### src/rtl/packet_arbiter_rr.sv
// Round-robin packet arbiter: grants one AXI-Stream input and holds it until TLAST transfers.
// Define ARB_OUTPUT_REG_EN to drive out_mosi_o from a 2-entry skid buffer.

package packet_arbiter_rr_pkg;
  localparam int unsigned AXIS_DATA_W = 32;
  localparam int unsigned AXIS_ID_W   = 4;

  localparam logic [AXIS_ID_W-1:0] ROUTING_HEADER = AXIS_ID_W'(4'hF);

  typedef struct packed {
    logic                   tvalid;
    logic                   tlast;
    logic [AXIS_ID_W-1:0]   tid;
    logic [AXIS_DATA_W-1:0] tdata;
  } axis_mosi_t;

  typedef struct packed {
    logic tready;
  } axis_miso_t;
endpackage

module packet_arbiter_rr
  import packet_arbiter_rr_pkg::*;
#(
  parameter int unsigned CHANNEL_NUMBER       = 5,
  parameter int unsigned CHANNEL_NUMBER_WIDTH = $clog2(CHANNEL_NUMBER)
) (
  input  logic                            clk_i,
  input  logic                            rst_n_i,
  input  axis_mosi_t                      in_mosi_i [CHANNEL_NUMBER],
  output axis_miso_t                      in_miso_o [CHANNEL_NUMBER],
  output axis_mosi_t                      out_mosi_o,
  input  axis_miso_t                      out_miso_i,
  output logic [CHANNEL_NUMBER_WIDTH-1:0] grant_o,
  output logic                            locked_o
);

  localparam int unsigned W = CHANNEL_NUMBER_WIDTH;

  typedef enum logic {
    IDLE   = 1'b0,
    LOCKED = 1'b1
  } state_e;

  state_e         state_q, state_d;
  logic [W-1:0]   grant_q, grant_d;
  logic [W-1:0]   rr_ptr_q, rr_ptr_d;
  logic [W-1:0]   sel_idx_c;
  logic           sel_found_c;
  logic           last_xfer_c;

  // (base + off) mod CHANNEL_NUMBER; both operands are already below CHANNEL_NUMBER.
  function automatic logic [W-1:0] wrap_idx(input logic [W-1:0] base, input int unsigned off);
    int unsigned s;
    s = 32'(base) + off;
    if (s >= CHANNEL_NUMBER) s = s - CHANNEL_NUMBER;
    return W'(s);
  endfunction

  // First valid input searching upward from rr_ptr.
  always_comb begin
    sel_idx_c   = '0;
    sel_found_c = 1'b0;
    for (int unsigned k = 0; k < CHANNEL_NUMBER; k++) begin
      if (!sel_found_c && in_mosi_i[wrap_idx(rr_ptr_q, k)].tvalid) begin
        sel_found_c = 1'b1;
        sel_idx_c   = wrap_idx(rr_ptr_q, k);
      end
    end
  end

`ifdef ARB_OUTPUT_REG_EN
  axis_mosi_t buf_q [2];
  axis_mosi_t buf_d [2];
  logic       wr_q, wr_d;
  logic       rd_q, rd_d;
  logic [1:0] cnt_q, cnt_d;
  logic       full_c;
  logic       push_c;
  logic       pop_c;

  assign full_c      = (cnt_q == 2'd2);
  assign push_c      = (state_q == LOCKED) && in_mosi_i[grant_q].tvalid && !full_c;
  assign pop_c       = (cnt_q != 2'd0) && out_miso_i.tready;
  // The packet is done for the arbiter once its TLAST is held in the buffer.
  assign last_xfer_c = push_c && in_mosi_i[grant_q].tlast;

  always_comb begin
    buf_d = buf_q;
    if (push_c) buf_d[wr_q] = in_mosi_i[grant_q];
    wr_d  = wr_q ^ push_c;
    rd_d  = rd_q ^ pop_c;
    cnt_d = cnt_q + 2'(push_c) - 2'(pop_c);
  end
`else
  assign last_xfer_c = (state_q == LOCKED) && in_mosi_i[grant_q].tvalid &&
                       in_mosi_i[grant_q].tlast && out_miso_i.tready;
`endif

  // State register.
  always_ff @(posedge clk_i or negedge rst_n_i) begin
    if (!rst_n_i) begin
      state_q  <= IDLE;
      grant_q  <= '0;
      rr_ptr_q <= '0;
`ifdef ARB_OUTPUT_REG_EN
      buf_q    <= '{default: '0};
      wr_q     <= 1'b0;
      rd_q     <= 1'b0;
      cnt_q    <= 2'd0;
`endif
    end else begin
      state_q  <= state_d;
      grant_q  <= grant_d;
      rr_ptr_q <= rr_ptr_d;
`ifdef ARB_OUTPUT_REG_EN
      buf_q    <= buf_d;
      wr_q     <= wr_d;
      rd_q     <= rd_d;
      cnt_q    <= cnt_d;
`endif
    end
  end

  // Next state: grant on any valid input, release on the TLAST transfer.
  always_comb begin
    state_d  = state_q;
    grant_d  = grant_q;
    rr_ptr_d = rr_ptr_q;
    unique case (state_q)
      IDLE: begin
        if (sel_found_c) begin
          state_d = LOCKED;
          grant_d = sel_idx_c;
        end
      end
      LOCKED: begin
        if (last_xfer_c) begin
          state_d  = IDLE;
          grant_d  = '0;
          rr_ptr_d = wrap_idx(grant_q, 1);
        end
      end
    endcase
  end

  // Outputs: route the granted input, everything else held at zero.
  always_comb begin
    in_miso_o  = '{default: '0};
    out_mosi_o = '0;
    grant_o    = grant_q;
    locked_o   = (state_q == LOCKED);
`ifdef ARB_OUTPUT_REG_EN
    if (cnt_q != 2'd0) out_mosi_o = buf_q[rd_q];
    if (state_q == LOCKED) in_miso_o[grant_q].tready = !full_c;
`else
    if (state_q == LOCKED) begin
      out_mosi_o         = in_mosi_i[grant_q];
      in_miso_o[grant_q] = out_miso_i;
    end
`endif
  end

endmodule

### config.mk
export PLATFORM = sky130hd
export DESIGN_NAME = packet_arbiter_rr
export DESIGN_NICKNAME = d
export VERILOG_FILES = /design/src/rtl/packet_arbiter_rr.sv
export SDC_FILE = /design/constraint.sdc
export NUM_CORES = 1
export LEC_CHECK = 0
export ABC_AREA = 0
export BUFFER_PORTS_ARGS = -buffer_cell sky130_fd_sc_hd__buf_2
export CAP_MARGIN = 15
export CORE_AREA = 2 2 93 95
export CTS_CLUSTER_DIAMETER = 200
export DETAILED_ROUTE_END_ITERATION = 12
export DIE_AREA = 0 0 95 97
export GPL_ROUTABILITY_DRIVEN = 0
export HOLD_SLACK_MARGIN = 0.05
export MAX_ROUTING_LAYER = met4
export PLACE_DENSITY = 0.77
export SETUP_SLACK_MARGIN = 0.05
export SLEW_MARGIN = 20
export SYNTH_ARGS = -nofsm -noshare
export SYNTH_HDL_FRONTEND = slang
export SYNTH_SLANG_ARGS = --single-unit
### constraint.sdc
create_clock -name clk_i -period 3.68 [get_ports clk_i]
set_clock_uncertainty 0.05 [all_clocks]
set_input_delay 0.736 -clock clk_i [delete_from_list [all_inputs] [get_ports clk_i]]
set_output_delay 0.736 -clock clk_i [all_outputs]
set_load 0.01 [all_outputs]
Word-level counts from Yosys, hierarchy flattened
Index checks and enable logic that the tools add are counted.
W data, S select, Z words.
{ "op_classes": {"addsub": 11, "order_cmp": 13, "n_eq_ne": 2, "mux": 44, "n_bitwise": 8, "reduce_logical": 14} }
{ "op_table": {"columns": ["op", "n"], "rows": [
  ["$bmux W38 S3", 6],
  ["$mux W38", 13],
  ["$mux W3", 13],
  ["$ge A4 B4 Y1 const B", 6],
  ["$not A3 Y4", 6],
  ["$ge A4 B3 Y1 const B", 5],
  ["$sub A3 B3 Y3 const B", 6],
  ["$add A3 B1 Y4 const B", 2],
  ["$add A3 B2 Y4 const B", 2],
  ["$logic_and A1 B1 Y1", 8],
  ["$mux W1", 8],
  ["$pmux W3 S2", 1],
  ["$and A5 B5 Y5", 1],
  ["$mux W5", 1],
  ["$add A3 B3 Y4 const B", 1],
  ["$logic_not A1 Y1", 4],
  ["$lt A4 B1 Y1 const B", 1],
  ["$reduce_and A2 Y1", 2],
  ["$demux W1 S3", 1],
  ["$ge A3 B3 Y1 const B", 1],
  ["$ne A2 B1 Y1 const B", 1],
  ["$ne A2 B2 Y1 const B", 1],
  ["$pmux W1 S2", 1],
  ["$not A1 Y1", 1]
]} }
{ "word_totals": {"regBits": 7, "wordCells": 95} }

Longest topological paths before layout
Gate-level depths: netlist of run 1.
{ "logic_depth": {"word_depth": 21, "depth_mapped": 15, "mapped_depth_nobuf": 12} }

Worst setup path after synthesis of run 1
Ideal clock, no wire load.
{ "synth_path": {"kind": "reg-to-reg", "startpoint": "reg rr_ptr_q[0]", "endpoint": "reg grant_q[0] (netlist: grant_o[0])", "arrival_time_ps": 3199, "required_time_ps": 3506, "slack_ps": 308, "stages_incl_launch_ff": 15, "n_path_buf": 3, "path_cell_list": "dfrtp_1 > buf_2 > inv_1 > buf_2 > ha_1 > inv_1 > fa_1 > clkbuf_1 > o41a_2 > a32o_1 > a31oi_1 > nor3b_4 > a41oi_1 > a311o_1 > o31a_1"} }
{ "synth_between": {"elab_chain_cells": 21} }
{ "synth_rtl": {"columns": ["item", "line", "text"], "rows": [
  ["from (decl)", "47", "logic [W-1:0] rr_ptr_q, rr_ptr_d;"],
  ["from (signal assigned)", "115", "rr_ptr_q <= rr_ptr_d;"],
  ["parallel branches: the longest is 21 deep, another holds $add A3 B1 Y4", null, null],
  ["to (signal assigned)", "114", "grant_q <= grant_d;"],
  ["to (decl)", "46", "logic [W-1:0] grant_q, grant_d;"]
]} }
Several ways; the timed one is not identified. The select of a mux whose other input is x is not followed.
A chain may end at the register's enable or synchronous reset.

Final worst setup path of run 1
{ "layout_path": {"startpoint": "reg rr_ptr_q[1]", "endpoint": "reg grant_q[0] (netlist: grant_o[0])"} }
Same word-level chain as after synthesis.

==> results by group, run 1 <==
Synth
  • Cell area after synthesis: 3100 um^2
  • Synth Register Bits: 7
  • Largest area contributor in the netlist: nor2_1
  • Post-synth ARST share: 100%
  • Synth top area cells: nor2_1 (12%), mux2i_1 (11%), a21oi_1 (7.9%), mux4_2 (7.3%), dfrtp_1 (5.7%)
  • Gate Count Post-Synth: 448
  • Synth Flop Type: dfrtp_1
  • Sequential element share of the synthesized area: 5.65%
  • Yosys Warn Count: 0
  • Syn Area/Cell: 6.92 um^2
  • Synth cell types: 65
  • Post-synth EDFFs: 0
  • Synth top area share: 12.1%
  • Syn_nets: 652

CTS
  • # clock sinks: 7
  • CTS tree: yes
  • CTS resizes: 0
  • Hold buffer count at CTS: 0
  • Worst-path clk slew: 0.04 ns
  • Num CTS Buffers: 3
  • Clk Latency, worst-skew pair: 0.23 ns
  • Clock root buffer: clkbuf_8
  • Setup bufs post-CTS: 0
  • H-tree Lvls: 1
  • Clk buf depth: 2

STA
  • TNS Setup: 0 ns
  • Max Slew Vio Count: 0
  • Fmax: 297 MHz
  • Final setup violation count: 0
  • Final Hold Viols: 0
  • Worst hold slack: 0.284 ns
  • Slew headroom: 33.4%
  • Unrepaired setup endpoints after global routing: false
  • Fin crit share: 91.6%
  • Final min period: 3.37 ns
  • Worst slew pin tran: 0.995 ns

Route
  • DR vias/cell: 5.91
  • Routed WL per cell: 18.8 um
  • Via count: 4,571
  • First-iteration detailed-routing DRC count: 577
  • DR pass1 iterations: 5
  • WL final: 14,600 um
  • DRT antenna net count: 0
  • DRC: 0

Setup path
  • Crit Path Max Fanout: 10
  • R2r setup slk: 0.31 ns
  • WP data required: 3.74 ns
  • R2R Path End: grant_o[0]
  • Critical path endpoint category: flip-flop
  • R2R Path Start: rr_ptr_q[1]
  • Worst Setup SP: rr_ptr_q[1]
  • Crit start category: flip-flop
  • Worst setup endpoint: grant_o[0]
  • FF-to-FF path depth: 10
  • Worst EP arrival: 3.44 ns
  • Crit Path Class: reg -> reg

Placed design
  • DPL Wire Length: 12,200 um
  • Number of port buffers: 239

Global routing
  • Pin count of the biggest net entering global routing: 50
  • Met2 GRT Util: 48.7%
  • Grt peak-use layer: met2
  • Met1 GRT Util: 40.7%
  • Met3 Use GR: 7.17%
  • First-pass GRT wire length: 22,200 um
  • Initial antenna violation count: 2
  • Vias in the first global route: 4,314
  • Overflow after GRT: 0
  • Total GRT Usage: 31.3%

Floorplan
  • Die ar.: 9220 um^2
  • Boundary Pins: 240
  • Core box area: 8130 um^2
  • Die height: 97 um
  • Initial core utilization: 38.1%
  • Die width: 95 um
  • Row cnt: 33

Cells and area
  • Most frequent cells in the layout: buf_2 (239), nor2_1 (100), a21oi_1 (49), mux2i_1 (34), buf_4 (21)
  • Commonest non-fill, non-tap cell in the layout: buf_2
  • Layout cells sized above 1: 43.5%
  • Layout area overhead: 43.2%
  • # fillers: 819
  • Number of nets in the layout: 871

Power
  • VDD IR-drop max: 0.000274 V
  • Switching Fraction: 55.9%
  • Clk pwr share: 3.2%
  • Pwr per Cell Area: 793 nW/um^2
  • Register share of total power: 4.9%
  • LEAKAGE: 2.20 nW
  • Logic pwr share: 91.9%
  • Switching power: 1.97 mW
  • Pint: 1.55 mW

Outcome
  • Outcome: complete, no violations

Job
  • # Max-Cap Violations: 0

Worst hold path
  • HP Class: in -> async
[routing by layer]
layer | vias up | wire length, um | part of all wire, %
met2 | 329 | 6660 | 46
li1 | 2118 | - | -
met4 | 0 | 408 | 2.8
met3 | 38 | 1770 | 12
met5 | - | 0 | 0
met1 | 2086 | 5720 | 39
[cells by family after synthesis]
family,Yosys count,synth area share [%]
AOI/OAI and AO/OA,154,35.6
adders and majority gates,11,4.69
DFF,7,5.65
muxes,47,19.3
xor gates and xnor gates,3,0.848
and+or+nand+nor,165,25.6
buffers and inverters,61,8.28
[layout make-up]
cell class              count  area (um^2)  area share (%)
diodes                      2         5.00           0.113
repair buffers            260         1350            30.5
flip-flops and latches      7          179            4.03
clock buffers               4         45.0            1.02
well taps                 105          131            2.96
multi-input cells         380         2670            60.1
inverters                  15         56.3            1.27
[synthesized netlist by cell type (all sizes together) (4+ instances only)]
cell type  count
o22a          17
dfrtp          7
nor3           6
nor2         100
nand3          6
buf           21
inv           15
a21o           4
nor2b         15
ha            10
nor4           5
a31oi          6
clkbuf        25
nand2b         5
a22oi         17
a21oi         49
mux2i         34
nand2         10
a221oi        17
mux4          10
o21ai          9
[worst min path at each step]
| stage | from | end | cells past startpoint |
|---|---|---|---|
| finish | rst_n_i | locked_o | 1 |
| CTS | rst_n_i | locked_o | 1 |
| global placement | rst_n_i | rr_ptr_q[1] | 1 |
| global route | rst_n_i | rr_ptr_q[1] | 1 |
| detailed placement | rst_n_i | rr_ptr_q[1] | 1 |
| floorplan | rst_n_i | grant_o[0] | 0 |
[flip-flops by register name, indices dropped and copies added (netlist names)]
register  count
rr_ptr_q      3
locked_o      1
grant_o       3
[power groups by stage]
| stage | Clock, mW | Combinational [mW] | Sequential, mW |
|---|---|---|---|
| after CTS | 0.112 | 3.18 | 0.173 |
| after global routing | 0.117 | 3.52 | 0.179 |
| final | 0.113 | 3.23 | 0.173 |
| after detailed placement | 0 | 3.16 | 0.174 |
| after floorplan | 0 | 2.21 | 0.141 |
| after global placement | 0 | 3.10 | 0.172 |
[critical path, stage by stage, from the launching register on]
cell	delay (ns)
dfrtp_1	0.48
inv_1	0.17
ha_1	0.23
ha_1	0.40
a21oi_1	0.27
mux2_2	0.38
or3b_2	0.45
nand2_1	0.21
nor2b_4	0.08
a41o_1	0.25
o31a_1	0.29
[metrics by stage]
| step | cells | setup WS [ns] | power [mW] | utilization [%] | cell area [um^2] |
|---|---|---|---|---|---|
| floorplan | 448 | 0.308 | 2.35 | - | 3100 |
| global placement | 767 | 0.478 | 3.27 | 53.9 | 4390 |
| detailed placement | 767 | 0.345 | 3.33 | 53.9 | 4390 |
| CTS | 771 | 0.337 | 3.46 | 54.5 | 4430 |
| global route | 773 | 0.155 | 3.82 | 54.5 | 4440 |
| finish | 773 | 0.308 | 3.52 | 54.5 | 4440 |
Note: power is estimated with default switching activity, not from simulation.
==> inputs of run 2 (changes only) <==
ABC_AREA = 1   (was 0)
CORE_AREA = 2 2 92 94   (was 2 2 93 95)
DIE_AREA = 0 0 94 96   (was 0 0 95 97)
PLACE_DENSITY = 0.82   (was 0.77)
==> run 2 against run 1 <==
Clock power fell by 4%. Utilization is 3.7 points lower. Global-route usage fell by 3.5 points. Die area fell by 2.1%. Flip-flop and latch count unchanged. Worst hold slack improved by 0.0032 ns. Power down 2.3%. Critical path type is now reg -> out.
==> results by group, run 2 <==
Setup path
  • Crit Path Class: reg -> out (was reg -> reg)
  • Critical Path, Cell by Cell: nor2_1 -> inv_1 -> nor2_4 -> buf_4 -> nand2_1 -> a41oi_1 -> buf_2 (was inv_1 -> ha_1 -> ha_1 -> a21oi_1 -> mux2_2 -> or3b_2 -> nand2_1 -> nor2b_4 -> a41o_1 -> o31a_1)
  • Crit Path Max Fanout: 26 (was 10)
  • R2R Path End: grant_o[1] (was grant_o[0])
  • Crit-path slowest cell: nor2_4 (was dfrtp_1)
  • Worst setup endpoint: out_mosi_o[3] (was grant_o[0])
  • Crit path depth: 7 (was 10)
  • Crit start category: flip-flop (unchanged)
  • Buf/Inv on CP: 3 (was 1)
  • CP delay by family, top: simple AND/OR/NAND/NOR gates (was compound AO/OA/AOI/OAI gates)
  • FF-to-FF path depth: 20 (was 10)
  • WP data required: 2.89 ns (was 3.74 ns)
  • Critical path endpoint category: output port (was flip-flop)
  • R2R Path Start: rr_ptr_q[0] (was rr_ptr_q[1])
  • R2r setup slk: 0.89 ns (was 0.31 ns)
  • Worst EP arrival: 2.28 ns (was 3.44 ns)
  • Worst Setup SP: grant_o[2] (was rr_ptr_q[1])
  • CP max stage delay: 0.52 ns (was 0.48 ns)

CTS
  • Worst-path clk slew: 0.04 ns (about the same)
  • Hold buffer count at CTS: 0 (unchanged)
  • Clk Latency, worst-skew pair: 0.23 ns (about the same)
  • # clock sinks: 7 (unchanged)
  • H-tree Lvls: 1 (unchanged)
  • Num CTS Buffers: 3 (unchanged)
  • Clk buf depth: 2 (unchanged)
  • Setup bufs post-CTS: 0 (unchanged)
  • CTS resizes: 0 (unchanged)
  • Clock root buffer: clkbuf_8 (unchanged)
  • CTS tree: yes (unchanged)

Job
  • # Max-Cap Violations: 0 (unchanged)

Cells and area
  • Final Cell Area: 4090 um^2 (was 4440 um^2)
  • Most frequent cells in the layout: buf_2 (239), nand2_1 (167), nor2_1 (88), o21ai_0 (51), nand3_1 (42) (was buf_2 (239), nor2_1 (100), a21oi_1 (49), mux2i_1 (34), buf_4 (21))
  • Number of nets in the layout: 949 (was 871)
  • Layout area overhead: 49.1% (was 43.2%)
  • Layout cells sized above 1: 37.6% (was 43.5%)
  • # fillers: 876 (was 819)
  • Ant. Diodes: 0 (was 2)
  • Commonest non-fill, non-tap cell in the layout: buf_2 (unchanged)
  • Seq. cell area: 176 um^2 (was 179 um^2)
  • Multi-input gate area: 2320 um^2 (was 2670 um^2)

Synth
  • Synth cell types: 35 (was 65)
  • Syn Area/Cell: 5.26 um^2 (was 6.92 um^2)
  • Gate Count Post-Synth: 522 (was 448)
  • Post-synth ARST share: 100% (unchanged)
  • Synth Register Bits: 7 (unchanged)
  • Sequential element share of the synthesized area: 6.38% (was 5.65%)
  • Most numerous cell in the Yosys netlist: nand2_1 (was nor2_1)
  • Most frequent cells after synthesis: nand2_1 (167), nor2_1 (90), o21ai_0 (51) (was nor2_1 (100), a21oi_1 (49), mux2i_1 (34))
  • Synth Flop Type: dfrtp_1 (unchanged)
  • Synth top area cells: nand2_1 (23%), nor2_1 (12%), a41oi_1 (11%), o21ai_0 (9.3%), nand3_1 (7.7%) (was nor2_1 (12%), mux2i_1 (11%), a21oi_1 (7.9%), mux4_2 (7.3%), dfrtp_1 (5.7%))
  • Cell area after synthesis: 2740 um^2 (was 3100 um^2)
  • Post-synth EDFFs: 0 (unchanged)
  • Yosys Warn Count: 0 (unchanged)
  • Largest area contributor in the netlist: nand2_1 (was nor2_1)
  • Synth top area share: 22.8% (was 12.1%)
  • Syn_nets: 726 (was 652)

Power
  • Switching power: 2.16 mW (was 1.97 mW)
  • Register share of total power: 5.1% (was 4.9%)
  • Clk pwr share: 3.2% (about the same)
  • LEAKAGE: 2.16 nW (was 2.20 nW)
  • Switching Fraction: 62.9% (was 55.9%)
  • Pwr per Cell Area: 841 nW/um^2 (was 793 nW/um^2)
  • Power Total: 3.44 mW (was 3.52 mW)
  • VDD IR-drop max: 0.000493 V (was 0.000274 V)
  • Logic pwr share: 91.7% (was 91.9%)
  • Pint: 1.27 mW (was 1.55 mW)

Global routing
  • Pin count of the biggest net entering global routing: 44 (was 50)
  • Met3 Use GR: 5.40% (was 7.17%)
  • Total GRT Usage: 27.8% (was 31.3%)
  • Initial antenna violation count: 0 (was 2)
  • Met2 GRT Util: 45.7% (was 48.7%)
  • Vias in the first global route: 3,895 (was 4,314)
  • First-pass GRT wire length: 19,100 um (was 22,200 um)
  • Met1 GRT Util: 35.4% (was 40.7%)
  • Grt peak-use layer: met2 (unchanged)
  • Overflow after GRT: 0 (unchanged)

STA
  • Final setup violation count: 0 (unchanged)
  • Unrepaired setup endpoints after global routing: false (unchanged)
  • Slew headroom: 55.7% (was 33.4%)
  • Final min period: 3.07 ns (was 3.37 ns)
  • Fin crit share: 83.4% (was 91.6%)
  • Final Hold Viols: 0 (unchanged)
  • TNS Setup: 0 ns (unchanged)
  • Max Slew Vio Count: 0 (unchanged)
  • Fmax: 326 MHz (was 297 MHz)
  • Worst slew pin tran: 0.663 ns (was 0.995 ns)

Floorplan
  • Core box area: 8050 um^2 (was 8130 um^2)
  • Initial core utilization: 34.1% (was 38.1%)
  • Die ar.: 9020 um^2 (was 9220 um^2)
  • Row cnt: 33 (unchanged)
  • Die width: 94 um (was 95 um)
  • Die height: 96 um (was 97 um)
  • Boundary Pins: 240 (unchanged)

Placed design
  • Placed inst area: 4050 um^2 (was 4390 um^2)
  • Number of port buffers: 239 (unchanged)
  • DPL Wire Length: 10,900 um (was 12,200 um)

Route
  • Via count: 4,470 (was 4,571)
  • DRT antenna net count: 0 (unchanged)
  • DR pass1 iterations: 5 (unchanged)
  • DR vias/cell: 5.27 (was 5.91)
  • WL final: 13,400 um (was 14,600 um)
  • First-iteration detailed-routing DRC count: 317 (was 577)
  • DRC: 0 (unchanged)
  • Routed WL per cell: 15.8 um (was 18.8 um)

Outcome
  • Outcome: complete, no violations (unchanged)

Worst hold path
  • HP Class: in -> async (unchanged)
run 2: changes by cell type after synthesis, sizes merged, moves of 20 or more:
cell   change
mux2i     -34
inv       +20
nand3     +41
o21ai     +51
nand2    +168
a21oi     -45
a41oi     +35
run 2: power groups by stage:
stage	combinational [mW]	sequential, mW	clock, mW
floorplan	2.22	0.154	0
CTS	3.13	0.177	0.112
global placement	3.08	0.175	0
global route	3.52	0.185	0.115
detailed placement	3.11	0.177	0
finish	3.15	0.176	0.109
run 2: layout make-up:
| cell class | count | area share (%) |
|---|---|---|
| Multi-Input combinational cell | 449 | 56.8 |
| Timing Repair Buffer | 248 | 31.2 |
| Sequential cell | 7 | 4.31 |
| Inverter | 36 | 3.43 |
| Tap cell | 105 | 3.21 |
| Clock buffer | 4 | 1.10 |
run 2: per-layer routing:
metal  share of wire [%]  routed length, um
met1                  39               5280
met2                  48               6390
met3                  11               1510
met4                 1.9                252
met5                   0                  0
run 2: worst min-delay path by stage:
stage / startpoint / end / slack [ns] / depth (start not counted)
floorplan: rst_n_i / grant_o[0] / 0.39 / 0
global placement: rst_n_i / rr_ptr_q[2] / 0.53 / 1
detailed placement: rst_n_i / rr_ptr_q[1] / 0.54 / 1
CTS: rst_n_i / grant_o[2] / 0.29 / 1
global route: rst_n_i / locked_o / 0.30 / 1
finish: rst_n_i / locked_o / 0.29 / 1
run 2: metrics by stage:
| stage | utilization (%) | worst slack, ns | hold WS [ns] | cells |
|---|---|---|---|---|
| floorplan | - | 1.11 | 0.390 | 522 |
| global placement | 50.3 | 0.929 | 0.530 | 845 |
| detailed placement | 50.3 | 0.867 | 0.538 | 845 |
| CTS | 50.8 | 0.612 | 0.291 | 849 |
| global route | 50.8 | 0.437 | 0.296 | 849 |
| finish | 50.8 | 0.610 | 0.287 | 849 |
run 2: worst register-to-register path: stages, from the launching register on:
cell and delay, ns:
dfrtp_1 0.41, inv_6 0.12, ha_1 0.19, inv_1 0.06
fa_1 0.35, inv_1 0.12, nand2_1 0.08, nand2_1 0.11
nand2_1 0.06, nand2_1 0.08, inv_1 0.07, nand3_1 0.08
nand2_1 0.05, nand2_1 0.05, nand2_1 0.14, nand3_1 0.18
nor2_1 0.06, nor2_1 0.15, nand3_1 0.11, nand3_1 0.10
nand2_1 0.07
run 2: kinds of logic (layout without fill, tap and decap cells):
group / after synthesis / in the layout / synth area share, %
AND/OR/NAND/NOR: 331 / 331 / 52.3
AO/OA/AOI/OAI: 104 / 104 / 25.3
buffers and inverters: 66 / 288 / 9.71
adder cells (fa/ha/maj): 11 / 11 / 5.29
flip-flops: 7 / 7 / 6.38
XOR/XNOR: 3 / 3 / 0.958
==> inputs of run 3 (changes only) <==
CORE_AREA = 2 2 93 95   (was 2 2 92 94)
DIE_AREA = 0 0 95 97   (was 0 0 94 96)
PLACE_DENSITY = 0.83   (was 0.82)
clock period = 2.62 ns   (was 3.68 ns; I/O delays follow)
==> run 3 against run 2 <==
Sequential share of layout area down 0.25 points. Cell area is 8.5% higher. Count of clock-buffer cells in the layout did not move.
==> results by group, run 3 (synthesized netlist as in run 2, its figures left out) <==
Job
  • # Max-Cap Violations: 0 (unchanged)

Route
  • DRC: 0 (unchanged)
  • DR pass1 iterations: 5 (unchanged)
  • Routed WL per cell: 16.1 um (was 15.8 um)
  • First-iteration detailed-routing DRC count: 395 (was 317)
  • Via count: 4,622 (was 4,470)
  • DR vias/cell: 5.28 (was 5.27)
  • WL final: 14,100 um (was 13,400 um)
  • DRT antenna net count: 0 (unchanged)

Global routing
  • First-pass GRT wire length: 20,200 um (was 19,100 um)
  • Total GRT Usage: 28.3% (was 27.8%)
  • Overflow after GRT: 0 (unchanged)
  • Pin count of the biggest net entering global routing: 33 (was 44)
  • Vias in the first global route: 4,221 (was 3,895)
  • Initial antenna violation count: 2 (was 0)

Floorplan
  • Row cnt: 33 (unchanged)
  • Boundary Pins: 240 (unchanged)
  • Die height: 97 um (was 96 um)
  • Die ar.: 9220 um^2 (was 9020 um^2)
  • Initial core utilization: 33.7% (was 34.1%)
  • Die width: 95 um (was 94 um)
  • Core box area: 8130 um^2 (was 8050 um^2)

Cells and area
  • Seq. cell area: 180 um^2 (was 176 um^2)
  • Final core utilization: 54.6% (was 50.8%)
  • Number of nets in the layout: 974 (was 949)
  • Multi-input gate area: 2420 um^2 (was 2320 um^2)
  • Layout area overhead: 61.7% (was 49.1%)
  • Final Cell Area: 4440 um^2 (was 4090 um^2)
  • Most frequent cells in the layout: buf_2 (239), nand2_1 (157), nor2_1 (88), o21ai_0 (49), nand3_1 (39) (was buf_2 (239), nand2_1 (167), nor2_1 (88), o21ai_0 (51), nand3_1 (42))
  • # fillers: 819 (was 876)
  • Layout cells sized above 1: 43.0% (was 37.6%)
  • Commonest non-fill, non-tap cell in the layout: buf_2 (unchanged)

Setup path
  • WP data required: 2.74 ns (was 2.89 ns)
  • FF-to-FF path depth: 19 (was 20)
  • Critical path endpoint category: flip-flop (was output port)
  • R2R Path Start: rr_ptr_q[0] (unchanged)
  • R2r setup slk: 0.08 ns (was 0.89 ns)
  • Worst EP arrival: 2.66 ns (was 2.28 ns)
  • R2R Path End: grant_o[1] (unchanged)
  • Crit start category: flip-flop (unchanged)
  • Crit Path Class: reg -> reg (was reg -> out)
  • Crit Path Max Fanout: 8 (was 26)

Worst hold path
  • HP Class: in -> async (unchanged)

Power
  • Pwr per Cell Area: 1270 nW/um^2 (was 841 nW/um^2)
  • VDD IR-drop max: 0.000751 V (was 0.000493 V)
  • LEAKAGE: 2.30 nW (was 2.16 nW)

STA
  • Final min period: 2.54 ns
  • Worst slew pin tran: 0.452 ns (was 0.663 ns)
  • Slew headroom: 69.7% (was 55.7%)
  • Fin crit share: 97.0%
  • Final Hold Viols: 0 (unchanged)
  • Final setup violation count: 0 (unchanged)
  • Max Slew Vio Count: 0 (unchanged)
  • Unrepaired setup endpoints after global routing: true (was false)
  • Fmax: 394 MHz

Placed design
  • DPL Wire Length: 11,000 um (was 10,900 um)
  • Number of port buffers: 239 (unchanged)
  • Placed inst area: 4170 um^2 (was 4050 um^2)

CTS
  • # clock sinks: 7 (unchanged)
  • Clk Latency, worst-skew pair: 0.24 ns (was 0.23 ns)
  • CTS tree: yes (unchanged)
  • H-tree Lvls: 1 (unchanged)
  • Clk buf depth: 2 (unchanged)
  • Worst-path clk slew: 0.04 ns (about the same)
  • Hold buffer count at CTS: 0 (unchanged)
  • Clock root buffer: clkbuf_8 (unchanged)
  • Num CTS Buffers: 3 (unchanged)

Outcome
  • Outcome: complete, no violations (unchanged)
==> run 3: cell types whose count changed in the layout (fill, tap and decap cells not counted), moves of 3 or more <==
cell / change
ha_4: +3
nand2_1: -10
dfrtp_1: -3
dfrtp_2: +3
inv_2: +4
buf_4: +20
nand3_1: -3
inv_1: -5
nand2_2: +9
ha_1: -3
==> run 3: how the worst max path moves through the flow <==
stage           startpoint              to  slack (ns)
2_1_floorplan  rr_ptr_q[0]        locked_o        0.05
3_3_place_gp   rr_ptr_q[0]        locked_o        0.12
3_5_place_dp   rr_ptr_q[0]        locked_o        0.04
4_1_cts         grant_o[1]  out_mosi_o[10]        0.06
5_1_grt        rr_ptr_q[0]      grant_o[1]       -0.07
6_report       rr_ptr_q[0]      grant_o[1]        0.08
==> run 3: cell type report <==
cell class	count	share of cell area [%]
antenna	2	0.113
clock buffer	4	1.01
inverter	36	3.21
sequential	7	4.06
multi-input combinational	449	54.5
timing repair buffer	273	34.1
tap	105	2.96
==> run 3: layer usage <==
layer	GRT usage [%]	up-vias	wire [um]
met5	-	-	0
met4	7.92	0	354
met3	7.40	32	1880
met2	47.9	318	6670
met1	32.7	2003	5240
li1	-	2269	-
==> run 3: timing repair <==
item	CTS	global route
gates cloned	0	1
resized for setup	2	38
setup endpoints to repair	4	30
setup buffers	0	7
pin swaps	1	16
==> run 3: report_power, final <==
| group | internal, mW | switching [mW] | leakage [nW] |
|---|---|---|---|
| Clock | 0.106 | 0.0539 | 0.0228 |
| Combinational | 2.00 | 3.27 | 2.19 |
| Sequential | 0.157 | 0.0730 | 0.0818 |
==> run 3: metrics by stage <==
step / setup TNS (ns) / setup slack [ns] / power (mW) / instances / hold slack (ns)
2_1_floorplan: 0 / 0.0522 / 3.34 / 522 / 0.178
3_3_place_gp: 0 / 0.118 / 4.84 / 862 / 0.322
3_5_place_dp: 0 / 0.0396 / 4.87 / 862 / 0.325
4_1_cts: 0 / 0.0555 / 5.10 / 866 / 0.0772
5_1_grt: -0.181 / -0.0712 / 6.16 / 876 / 0.0837
6_report: 0 / 0.0791 / 5.66 / 876 / 0.0748
==> run 3: critical path: stages, from the launching register on <==
cell	delay, ns
dfrtp_1	0.41
clkinv_4	0.07
ha_4	0.12
inv_2	0.04
fa_2	0.38
inv_2	0.10
nand2_2	0.08
nand2_2	0.09
nand2_2	0.05
nand2_2	0.09
inv_2	0.05
nand3_2	0.07
nand2_1	0.06
nand2_2	0.08
nand2_4	0.08
nor2_8	0.19
nand2_4	0.07
o21ai_4	0.20
nand3_1	0.11
nand2_1	0.08
